===== config.mk =====
export PLATFORM = sky130hd
export DESIGN_NAME = pc_update
export DESIGN_NICKNAME = d
export VERILOG_FILES = /design/src/rtl/mips_pkg.sv /design/src/rtl/pc_target_gen.sv /design/src/rtl/pc_update.sv
export SDC_FILE = /design/constraint.sdc
export NUM_CORES = 1
export LEC_CHECK = 0
export ABC_AREA = 1
export CAP_MARGIN = 10
export CORE_MARGIN = 2
export CORE_UTILIZATION = 45
export DETAILED_ROUTE_END_ITERATION = 12
export PLACE_DENSITY = 0.71
export SETUP_SLACK_MARGIN = 0.2
export SLEW_MARGIN = 20
export SYNTH_ARGS = -nofsm -noshare
export SYNTH_HDL_FRONTEND = slang
export SYNTH_SLANG_ARGS = --single-unit

===== constraint.sdc =====
create_clock -name clk -period 3.41 [get_ports clk]
set_clock_uncertainty 0.05 [all_clocks]
set_input_delay 0.5115 -clock clk [delete_from_list [all_inputs] [get_ports clk]]
set_output_delay 0.5115 -clock clk [all_outputs]
set_load 0.01 [all_outputs]

===== src/rtl/mips_pkg.sv =====
// rtl/mips_pkg.sv - shared constants and jump-select encoding for the fetch path
package mips_pkg;

    localparam logic [31:0] RESET_VECTOR_DEFAULT = 32'hBFC0_0000;

    typedef enum logic [1:0] {
        JSEL_NONE = 2'b00,
        JSEL_ABS  = 2'b01,
        JSEL_PAGE = 2'b10,
        JSEL_REL  = 2'b11
    } jsel_e;

endpackage


===== src/rtl/pc_target_gen.sv =====
// rtl/pc_target_gen.sv - combinational branch/jump target candidates for the EXEC instruction
module pc_target_gen (
    input  logic [31:0] pc_i,
    input  logic [31:0] instr_i,
    input  logic [31:0] rs_data_i,
    output logic [31:0] rel_tgt_o,
    output logic [31:0] page_tgt_o,
    output logic [31:0] abs_tgt_o
);

    logic [31:0] pc_plus4;
    logic [31:0] rel_offset;
    logic        unused_opcode;

    assign pc_plus4   = pc_i + 32'd4;
    // Immediate is a word offset: sign-extend and scale to bytes in one concatenation.
    assign rel_offset = {{14{instr_i[15]}}, instr_i[15:0], 2'b00};

    assign rel_tgt_o  = pc_plus4 + rel_offset;
    assign page_tgt_o = {pc_plus4[31:28], instr_i[25:0], 2'b00};
    assign abs_tgt_o  = rs_data_i;

    assign unused_opcode = ^instr_i[31:26];

endmodule


===== src/rtl/pc_update.sv =====
// rtl/pc_update.sv - program counter with one-slot delayed jump and halt-on-zero
module pc_update
    import mips_pkg::*;
#(
    parameter logic [31:0] RESET_VECTOR = RESET_VECTOR_DEFAULT
) (
    input  logic        clk,
    input  logic        reset,
    input  logic        state,
    input  logic        stall,
    input  logic [1:0]  jump_addr_selection,
    input  logic [31:0] instruction_word,
    input  logic [31:0] rs_data,
    output logic [31:0] pc,
    output logic [31:0] pc_plus8,
    output logic        active
);

    logic [31:0] pc_q, pc_d;
    logic [31:0] rel_q, rel_d;
    logic [31:0] page_q, page_d;
    logic [31:0] abs_q, abs_d;
    logic        sel_valid_q, sel_valid_d;
    logic        active_q, active_d;

    logic [31:0] rel_c, page_c, abs_c;
    logic [31:0] jump_tgt;
    logic        commit;
    logic        take_jump;
    jsel_e       jsel;

    pc_target_gen u_target_gen (
        .pc_i       (pc_q),
        .instr_i    (instruction_word),
        .rs_data_i  (rs_data),
        .rel_tgt_o  (rel_c),
        .page_tgt_o (page_c),
        .abs_tgt_o  (abs_c)
    );

    assign jsel      = jsel_e'(jump_addr_selection);
    assign commit    = state && !stall && active_q;
    assign take_jump = sel_valid_q && (jsel != JSEL_NONE);

    // The selection arriving now refers to the branch committed one slot ago,
    // so it picks among targets latched at that earlier commit.
    always_comb begin
        jump_tgt = pc_q + 32'd4;
        unique case (jsel)
            JSEL_ABS:  jump_tgt = abs_q;
            JSEL_PAGE: jump_tgt = page_q;
            JSEL_REL:  jump_tgt = rel_q;
            JSEL_NONE: jump_tgt = pc_q + 32'd4;
        endcase
    end

    always_comb begin
        pc_d        = pc_q;
        rel_d       = rel_q;
        page_d      = page_q;
        abs_d       = abs_q;
        sel_valid_d = sel_valid_q;
        active_d    = active_q;
        if (commit) begin
            pc_d        = take_jump ? jump_tgt : pc_q + 32'd4;
            rel_d       = rel_c;
            page_d      = page_c;
            abs_d       = abs_c;
            sel_valid_d = 1'b1;
            if (take_jump && (jump_tgt == 32'd0)) begin
                active_d = 1'b0;
            end
        end
    end

    always_ff @(posedge clk) begin
        if (reset) begin
            pc_q        <= RESET_VECTOR;
            rel_q       <= 32'd0;
            page_q      <= 32'd0;
            abs_q       <= 32'd0;
            sel_valid_q <= 1'b0;
            active_q    <= 1'b1;
        end else begin
            pc_q        <= pc_d;
            rel_q       <= rel_d;
            page_q      <= page_d;
            abs_q       <= abs_d;
            sel_valid_q <= sel_valid_d;
            active_q    <= active_d;
        end
    end

    assign pc       = pc_q;
    assign pc_plus8 = pc_q + 32'd8;
    assign active   = active_q;

endmodule


==> results.py, run 1 <==
metrics = {
    "run_status": {
        "status": "complete, no violations",
    },
    "route": {
        "drt-initial-drc-count": 966,
        "wl_per_cell_um": 17.1,
        "via_count": 9852,
        "drc": 0,
        "avgViaCountPerCell": 5.37,
        "wl_um": 31400,
        "drtPass1Iterations": 6,
        "ant_nets": 0,
    },
    "global_route": {
        "grt_pass1_vias": 8887,
        "grt_pass1_wl_um": 48300,
        "grt-ovfl-total": 0,
        "grt_max_degree": 163,
        "track_usage_pct": 29.4,
        "antenna_found_initial": 0,
    },
    "synth": {
        "synth.distinct_cells": 45,
        "syn_inst": 1412,
        "syn_area_per_cell_um2": 6.34,
        "ys_seq_elements": 128,
        "seq_area_frac_synth_pct": 28.6,
        "synth_fp_nets": 1514,
        "synthesis.area_um2": 8950,
        "synth_warnings": 0,
    },
    "sta": {
        "finalSetupViolCount": 0,
        "rsz0062_at_grt": "yes",
        "finalMaxSlewViolations": 0,
        "timing.final.crit_share_pct": 92.3,
        "max_slew_margin_pct": 40.3,
        "period_minus_slack_ps": 3150,
        "final.setup.tns_ps": 0,
        "max_freq_ghz": 0.318,
        "hold_viol": 0,
        "worstMarginPinSlew_ps": 895,
    },
    "run": {
        "max_cap_violations": 0,
    },
    "placed_design": {
        "hpwl_um": 23900,
        "gp_congestion": 1.01,
        "dp_cells": 1796,
        "io_buffers": 128,
        "placedInstanceArea_um2": 10700,
    },
    "die": {
        "core_area_um2": 19500,
        "dieArea_um2": 21000,
        "rows": 51,
        "start_util_pct": 46.0,
        "die_w_um": 145,
        "ios": 135,
        "die_h_um": 145,
    },
    "finish": {
        "n_fill_cell": 1898,
        "antenna_cells": 0,
        "area_growth_syn_to_layout_pct": 29.8,
        "layout.cells.non_filler": 1834,
        "drive_above_1_share_pct": 14.0,
        "final_nets": 1658,
        "final_area_um2": 11600,
    },
    "worst_setup_path": {
        "crit_family": "buffers and inverters",
        "arrival_ps": 2590,
        "cp.required_ps": 2850,
        "cp-start-kind": "register",
        "critPathMaxStageDelay_ps": 570,
        "cp-end-kind": "primary output",
        "critPathKind": "reg2out",
        "path_cells": "nand2_1 > nor2_2 > inv_2 > nor4_1 > buf_4 > nand2_1 > xor2_1 > clkdlybuf4s50_1",
        "path_max_fanout": 6,
        "crit_top_cell": "nand2_1",
        "crit_buf_inv": 3,
        "cp_slowest_cell": "clkdlybuf4s50_1",
    },
    "power": {
        "total_power_mw": 4.44,
        "p_leak_nw": 5.16,
        "irDropWorstVdd_v": 0.000373,
        "p_per_area_nw_per_um2": 382,
    },
    "clock_network": {
        "cts_tree": "built",
        "cts_buffers": 17,
        "htreeDepth": 4,
        "cts_buffer_depth": 2,
        "clk_latency_ps": 430,
        "cts_hold_buffers": 0,
        "cts-root-buf": "clkbuf_16",
        "clkTransAtPathRegs_ps": 50,
        "cts_num_sinks": 128,
    },
    "min_path": {
        "min_path_type": "reg2reg",
    },
}
==> path summary, 6_finish.rpt <==
kind | cells after the start | end | from | slack, ps
max | 8 | pc_plus8[30] | pc[12] | 260
min | 2 | page_q[14] | page_q[14] | 400
max reg2reg | 17 | rel_q[27] | pc[3] | 270
min reg2reg | 2 | page_q[14] | page_q[14] | 400
==> tightest hold or removal path: cells and delay by family (launching register included) <==
kind,cells,cell delay (ps)
flip-flops,1,290
AO/OA/AOI/OAI,1,50
buffers and inverters,1,60
==> per-layer routing <==
| layer | wire length (um) | vias up | track usage (%) | part of all wire (%) |
|---|---|---|---|---|
| met5 | 0 | - | 0 | 0 |
| met4 | 1230 | 0 | 12.7 | 3.9 |
| met3 | 2490 | 62 | 5.00 | 7.9 |
| met2 | 13900 | 419 | 45.6 | 44 |
| met1 | 13800 | 4492 | 40.1 | 44 |
| li1 | - | 4879 | - | - |
==> cell type report <==
type                       count  area (um2)  area share [%]
multi-input combinational   1039        5690            49.0
sequential                   128        2580            22.2
timing repair buffer         188        1750            15.1
inverter                     182         688            5.93
clock buffer                  18         439            3.78
tap                          265         332            2.86
clock inverter                14         134            1.15
==> metrics by stage <==
stage	util, %	setup WS, ps	hold WS [ps]
after CTS	58.3	194	402
final	59.7	263	402
after global placement	55.1	100	388
after floorplan	-	500	375
after detailed placement	55.1	59.7	394
after global routing	59.7	149	410
==> cell families after synthesis <==
logic type | Yosys count | synth area share [%]
flip-flops | 128 | 28.6
AO/OA/AOI/OAI | 357 | 21.7
AND/OR/NAND/NOR | 597 | 29.0
adder cells (fa/ha/maj) | 32 | 4.56
XOR/XNOR | 53 | 5.44
buffers and inverters | 245 | 10.7
==> where the power goes <==
| part | internal, mW | leakage [nW] | switching (mW) |
|---|---|---|---|
| logic | 0.401 | 3.84 | 0.598 |
| registers | 1.59 | 1.06 | 0.0612 |
| clock network | 1.03 | 0.259 | 0.753 |
==> flip-flops by register name, summed over array words and instances, names as in the netlist <==
register	cells
pc	32
active	1
sel_valid_q	1
page_q	30
abs_q	32
rel_q	32
==> cells in the final DEF, fill, tap and decap left out, types with 5 or more instances in the layout <==
master           count
o21ai_1             12
clkdlybuf4s50_1    127
inv_2                8
buf_4               58
a21oi_2             13
ha_1                25
nor3_1               5
nor2_2              17
inv_1              171
clkbuf_16           17
nand4_1             14
xor2_1              42
o221ai_1            18
clkinvlp_4           7
o211ai_1             8
nor2_1             161
nand3_1             51
dfxtp_2             15
a21oi_1            125
xnor2_1              7
nand2_1            291
nand2_2             21
dfxtp_1            113
o21ai_0            155
nand2_4              6
nor2_4              15
==> synth_stat cells, drive strengths merged <==
library cell | n | area, um2
a211oi | 1 | 7.51
a21boi | 2 | 15.0
a21o | 3 | 22.5
a21oi | 138 | 691
a221oi | 2 | 17.5
a31o | 1 | 8.76
a31oi | 4 | 25.0
and2 | 1 | 6.26
buf | 21 | 118
clkbuf | 42 | 158
clkinv | 2 | 7.51
dfxtp | 128 | 2560
fa | 1 | 20.0
ha | 31 | 388
inv | 180 | 676
nand2 | 318 | 1280
nand2b | 1 | 6.26
nand3 | 53 | 265
nand3b | 2 | 15.0
nand4 | 14 | 87.6
nor2 | 194 | 862
nor3 | 9 | 45.0
nor4 | 2 | 12.5
o2111ai | 2 | 17.5
o211ai | 8 | 60.1
o21a | 2 | 15.0
o21ai | 171 | 860
o21bai | 4 | 30.0
o221a | 1 | 11.3
o221ai | 18 | 158
or2 | 3 | 18.8
xnor2 | 8 | 70.1
xor2 | 45 | 417
==> timing repair <==
action	in CTS	in global routing
setup buffers	2	4
gates resized for setup	16	67
setup endpoints to repair	15	28
pin swaps	1	9
Power figures use the tool's default switching activity.
==> inputs of run 2 (changes only) <==
- CTS_CLUSTER_SIZE: unset -> 10
==> results of run 2 <==
Final layout, timing and power as in run 1 (identical DEF).
